## config.mk

```make
export PLATFORM = sky130hd
export DESIGN_NAME = neuron_layer_seq
export DESIGN_NICKNAME = d
export VERILOG_FILES = /design/src/rtl/nn_pkg.sv /design/src/rtl/valid_tracker.sv /design/src/rtl/neuron_layer_seq.sv
export SDC_FILE = /design/constraint.sdc
export NUM_CORES = 1
export LEC_CHECK = 0
export CAP_MARGIN = 20
export CORE_AREA = 4 4 202 204
export CTS_BUF_LIST = sky130_fd_sc_hd__clkbuf_2 sky130_fd_sc_hd__clkbuf_4 sky130_fd_sc_hd__clkbuf_8
export CTS_CLUSTER_SIZE = 24
export DETAILED_ROUTE_END_ITERATION = 8
export DIE_AREA = 0 0 206 208
export PLACE_DENSITY_LB_ADDON = 0.1
export SYNTH_ARGS = -nofsm -noshare
export SYNTH_HDL_FRONTEND = slang
export SYNTH_HIERARCHICAL = 1
export SYNTH_SLANG_ARGS = --single-unit
```

## constraint.sdc

```tcl
create_clock -name clk_i -period 2.5 [get_ports clk_i]
set_input_delay 0.5 -clock clk_i [delete_from_list [all_inputs] [get_ports clk_i]]
set_output_delay 0.5 -clock clk_i [all_outputs]
set_load 0.02 [all_outputs]
```

## src/rtl/nn_pkg.sv

```systemverilog
// Shared constants and types for the neuron-layer sequencer and its datapath.
package nn_pkg;

  localparam int DATA_W    = 17;
  localparam int N_INPUTS  = 14;
  localparam int TRK_IDX_W = 8;

  typedef enum logic [1:0] {
    IDLE  = 2'd0,
    ISSUE = 2'd1,
    DRAIN = 2'd2,
    DONE  = 2'd3
  } seq_state_t;

  typedef struct packed {
    logic                 valid;
    logic [TRK_IDX_W-1:0] idx;
  } trk_entry_t;

endpackage

```

## src/rtl/valid_tracker.sv

```systemverilog
// Shift register of {valid, idx} entries that mirrors the datapath latency.
// pending_o reports a live entry anywhere except the output stage.
module valid_tracker
  import nn_pkg::*;
#(
  parameter int DEPTH = 8
) (
  input  logic                 clk_i,
  input  logic                 rst_ni,
  input  logic                 clr_i,
  input  logic                 push_valid_i,
  input  logic [TRK_IDX_W-1:0] push_idx_i,
  output logic                 out_valid_o,
  output logic [TRK_IDX_W-1:0] out_idx_o,
  output logic                 pending_o
);

  trk_entry_t [DEPTH-1:0] stage_q, stage_d;

  always_comb begin
    stage_d = stage_q;
    if (clr_i) begin
      stage_d = '0;
    end else begin
      stage_d[0] = '{valid: push_valid_i, idx: push_idx_i};
      for (int i = 1; i < DEPTH; i++) begin
        stage_d[i] = stage_q[i-1];
      end
    end
  end

  always_ff @(posedge clk_i or negedge rst_ni) begin
    if (!rst_ni) begin
      stage_q <= '0;
    end else begin
      stage_q <= stage_d;
    end
  end

  // When only the output stage holds a live entry, the last write is happening now.
  always_comb begin
    pending_o = 1'b0;
    for (int i = 0; i < DEPTH - 1; i++) begin
      pending_o = pending_o | stage_q[i].valid;
    end
  end

  assign out_valid_o = stage_q[DEPTH-1].valid;
  assign out_idx_o   = stage_q[DEPTH-1].idx;

endmodule

```

## src/rtl/neuron_layer_seq.sv

```systemverilog
// Issues one neuron per cycle to the shared pipelined datapath and writes results back in order.
// Optional macro NEURON_SEQ_STATS_EN adds a saturating run-length counter on run_cycles_o.
module neuron_layer_seq
  import nn_pkg::*;
#(
  parameter int N_NEURONS = 10,
  parameter int ADDR_W    = 4,
  parameter int PIPE_LAT  = 7
) (
  input  logic                         clk_i,
  input  logic                         rst_ni,
  input  logic                         start_i,
  input  logic                         abort_i,
  input  logic [N_INPUTS*DATA_W-1:0]   x_in_i,
  output logic                         busy_o,
  output logic                         done_o,
  output logic [ADDR_W-1:0]            w_addr_o,
  output logic [N_INPUTS*DATA_W-1:0]   dp_x_o,
  output logic                         dp_ce_o,
  input  logic [DATA_W-1:0]            dp_y_i,
  output logic                         res_we_o,
  output logic [ADDR_W-1:0]            res_addr_o,
  output logic [DATA_W-1:0]            res_data_o
`ifdef NEURON_SEQ_STATS_EN
  ,
  output logic [15:0]                  run_cycles_o
`endif
);

  localparam int                DEPTH    = 1 + PIPE_LAT;
  localparam logic [ADDR_W-1:0] LAST_IDX = ADDR_W'(N_NEURONS - 1);

  seq_state_t                 state_q, state_d;
  logic [ADDR_W-1:0]          w_addr_q, w_addr_d;
  logic [N_INPUTS*DATA_W-1:0] dp_x_q, dp_x_d;
  logic                       start_acc;
  logic                       trk_clr;
  logic                       push_valid;
  logic [TRK_IDX_W-1:0]       push_idx;
  logic                       trk_valid;
  logic [TRK_IDX_W-1:0]       trk_idx;
  logic                       trk_pending;

  always_ff @(posedge clk_i or negedge rst_ni) begin
    if (!rst_ni) begin
      state_q  <= IDLE;
      w_addr_q <= '0;
      dp_x_q   <= '0;
    end else begin
      state_q  <= state_d;
      w_addr_q <= w_addr_d;
      dp_x_q   <= dp_x_d;
    end
  end

  always_comb begin
    state_d    = state_q;
    w_addr_d   = w_addr_q;
    dp_x_d     = dp_x_q;
    start_acc  = 1'b0;
    trk_clr    = 1'b0;
    push_valid = 1'b0;
    push_idx   = '0;
    unique case (state_q)
      IDLE: begin
        w_addr_d = '0;
        if (start_i && !abort_i) begin
          start_acc = 1'b1;
          state_d   = ISSUE;
          dp_x_d    = x_in_i;
        end
      end
      ISSUE: begin
        push_valid = 1'b1;
        push_idx   = TRK_IDX_W'(w_addr_q);
        if (abort_i) begin
          state_d  = IDLE;
          w_addr_d = '0;
          trk_clr  = 1'b1;
        end else if (w_addr_q == LAST_IDX) begin
          state_d = DRAIN;
        end else begin
          w_addr_d = w_addr_q + ADDR_W'(1);
        end
      end
      DRAIN: begin
        if (abort_i) begin
          state_d  = IDLE;
          w_addr_d = '0;
          trk_clr  = 1'b1;
        end else if (!trk_pending) begin
          state_d = DONE;
        end
      end
      DONE: begin
        state_d  = IDLE;
        w_addr_d = '0;
      end
      default: state_d = IDLE;
    endcase
  end

  valid_tracker #(
    .DEPTH(DEPTH)
  ) u_tracker (
    .clk_i       (clk_i),
    .rst_ni      (rst_ni),
    .clr_i       (trk_clr),
    .push_valid_i(push_valid),
    .push_idx_i  (push_idx),
    .out_valid_o (trk_valid),
    .out_idx_o   (trk_idx),
    .pending_o   (trk_pending)
  );

  assign busy_o     = (state_q == ISSUE) || (state_q == DRAIN);
  assign done_o     = (state_q == DONE);
  assign dp_ce_o    = (state_q != IDLE);
  assign w_addr_o   = w_addr_q;
  assign dp_x_o     = dp_x_q;
  assign res_we_o   = trk_valid;
  assign res_addr_o = ADDR_W'(trk_idx);
  assign res_data_o = dp_y_i;

`ifdef NEURON_SEQ_STATS_EN
  logic [15:0] run_cycles_q, run_cycles_d;

  always_comb begin
    run_cycles_d = run_cycles_q;
    if (start_acc) begin
      run_cycles_d = '0;
    end else if (busy_o && (run_cycles_q != 16'hFFFF)) begin
      run_cycles_d = run_cycles_q + 16'd1;
    end
  end

  always_ff @(posedge clk_i or negedge rst_ni) begin
    if (!rst_ni) begin
      run_cycles_q <= '0;
    end else begin
      run_cycles_q <= run_cycles_d;
    end
  end

  assign run_cycles_o = run_cycles_q;
`endif

endmodule

```

==> impl_metrics.tcl, run 1 <==
set metrics [dict create \
    internal_power_mw 16.0 \
    rows 73 \
    wl_um 35500 \
    cp-end-kind "output port" \
    die_x_um 206 \
    slew_viol_final 0 \
    combPwrFrac_pct 49.3 \
    gr-total-overflow 0 \
    finalSetupTns_ns 0 \
    root_buffer "clkbuf_8" \
    power_switching_mw 8.38 \
    ant_nets 0 \
    final_net_count 1450 \
    clkPwrFrac_pct 18.3 \
    grt_pass1_vias 8088 \
    vias 7306 \
    finalCritPeriodShare_pct 91.7 \
    maxSlewHeadroom_pct 65.6 \
    critical_path.top_delay_family "buffers and inverters" \
    worstSkewPairLatency_ns 0.59 \
    grt_max_degree 64 \
    grt_usage_pct 16.1 \
    avgSynthCellArea_um2 17.9 \
    slowest_stage "clkdlybuf4s50_1" \
    drive_above_1_share_pct 29.4 \
    antenna_found_initial 3 \
    numPlacedInstances 1655 \
    synthesis.nets 934 \
    status "completed" \
    sw_frac_of_total_pct 34.4 \
    start_util_pct 30.4 \
    crit_chain "ha_1 > clkdlybuf4s50_1" \
    finalHoldViolCount 0 \
    seqPwrFrac_pct 32.3 \
    drtIter0Drc 248 \
    cts.path.max_buffers 3 \
    slowest_delay_ns 0.64 \
    die_area_um2 42800 \
    path_buf_inv 1 \
    cts_max_level 2 \
    grt_first_pass_wirelength_um 52600 \
    power_density_nw_per_um2 1340 \
    synth_warnings 6 \
    vias_per_cell 4.18 \
    finish.utilization_pct 46.4 \
    required_ns 2.00 \
    cts_tree "done" \
    cp_max_fo 4 \
    crit_path_start_kind "flip-flop" \
    chipHeight_um 208 \
    skew_ns 0.0121 \
    fmax_mhz 436 \
    syn_to_final_growth_pct 52.5 \
    syn_inst 669 \
    clk_pin_slew_ns 0.06 \
    cts_made_buffers 52 \
    hp-class "input port to async pin" \
    post-cts-setup-buffer-count 0 \
    r2r_cells 7 \
    dp_hpwl_um 26400 \
    rsz0062_at_grt "no" \
    ir_drop_mv 0.617 \
    num_io_pins 526 \
    io_buffers 491 \
    drc 0 \
    critical_path_depth 2 \
    drt_first_pass_iters 4 \
    fp.coreArea_um2 39300 \
    worstPathArrival_ns 1.79 \
    period_needed_ns 2.29 \
    critical_path_class "flip-flop to output port" \
    setup_viol 0 \
    synth_area_um2 12000 \
    worst_slew_pin_slew_ns 0.516 \
    leakagePower_nw 8.55 \
    drv_cap 0 \
    fin_cells 1747 \
    wl_per_cell_um 20.3 \
    numClockSinks 284 \
    finalWeightedCongestion 0.760 \
]
[area by class of cell]
cell class                 instances  area, um2
antenna                            2       5.00
clock buffer                      81        996
clock inverter                     8       47.5
fill                            3537      21000
inverter                           4       15.0
multi-input combinational        322       4080
sequential                       284       7110
tap                              525        657
timing repair buffer             521       5330
[registers in the layout (all words and copies together), names as in the netlist]
signal / cells
w_addr_o: 4
state_q: 2
u_tracker/stage_q: 35
dp_x_o: 238
u_tracker/out_valid_o: 1
u_tracker/out_idx_o: 4
[placed cells by master (no fill, tap or decap), types with 2 or more instances in the layout]
cell type,n
diode_2,2
clkdlybuf4s50_1,488
inv_1,4
buf_12,15
clkbuf_8,62
mux2_4,220
nor2_1,2
mux2_2,18
nor3b_1,3
mux2i_1,3
buf_4,14
clkbuf_4,19
clkinvlp_4,3
dlygate4sd2_1,2
dfrtp_1,284
a21oi_1,5
and2_1,5
nand2_1,4
nor2b_1,42
clkinv_2,5
ha_1,6
[timing repair]
| item | in CTS | in global routing |
|---|---|---|
| gates resized for setup | 2 | 0 |
| endpoints found under the hold margin | 47 | 0 |
| endpoints found under the setup margin | 2 | 0 |
| hold buffers | 1 | 0 |
[through the flow]
stage	cell area, um2	setup WS, ns	hold slack [ns]	total power, mW
5_1_grt	18200	0.116	0.459	25.6
2_1_floorplan	12000	0.658	0.204	14.6
6_report	18200	0.208	0.446	24.4
3_3_place_gp	17200	0.253	0.441	20.1
3_5_place_dp	17200	0.246	0.449	20.1
4_1_cts	18200	0.127	0.400	24.8
[metal layers]
metal  vias to the layer above  share of wire (%)  track usage [%]
met5                         -              0.037                0
met4                         2                3.1             6.08
met3                        70                 10             6.17
met2                       334                 48             26.6
met1                      3592                 39             18.8
li1                       3308                  -                -
[power groups by stage]
stage / sequential [mW] / combinational, mW / clock, mW
6_report: 7.88 / 12.0 / 4.46
5_1_grt: 8.15 / 12.6 / 4.88
4_1_cts: 7.90 / 12.2 / 4.67
3_5_place_dp: 7.91 / 12.2 / 0
3_3_place_gp: 7.92 / 12.2 / 0
2_1_floorplan: 10.3 / 4.38 / 0
[path summary, 6_finish.rpt]
| kind | slack (ns) | start | endpoint |
|---|---|---|---|
| worst min register to register | 0.46 | u_tracker/stage_q[54]$_DFF_PN0_ | u_tracker/out_idx_o[0]$_DFF_PN0_ |
| worst max-delay path | 0.21 | state_q[0]$_DFFE_PN0P_ | done_o |
| max in group asynchronous | 1.30 | rst_ni | dp_x_o[31]$_DFFE_PN0P_ |
| worst max register to register | 0.56 | state_q[1]$_DFFE_PN0P_ | dp_x_o[163]$_DFFE_PN0P_ |
| min in group clk_i | 0.46 | u_tracker/stage_q[54]$_DFF_PN0_ | u_tracker/out_idx_o[0]$_DFF_PN0_ |
| worst min-delay path | 0.45 | rst_ni | dp_x_o[102]$_DFFE_PN0P_ |
Note: power is estimated with default switching activity, not from simulation.
==> run 2: changes to the inputs <==
==> constraint.sdc (replaced) <==
create_clock -name clk_i -period 2.5 [get_ports clk_i]
set_input_delay 0.5 -clock clk_i [delete_from_list [all_inputs] [get_ports clk_i]]
set_output_delay 0.5 -clock clk_i [all_outputs]
set_load 0.01 [all_outputs]
==> results of run 2 <==
Same layout as run 1 (identical final DEF). Status: completed.
Main changes from that run: setup slack after layout 0.208 ns -> 0.276 ns; total power 24.4 mW -> 22.8 mW; worst IR drop on VDD 0.617 mV -> 0.543 mV
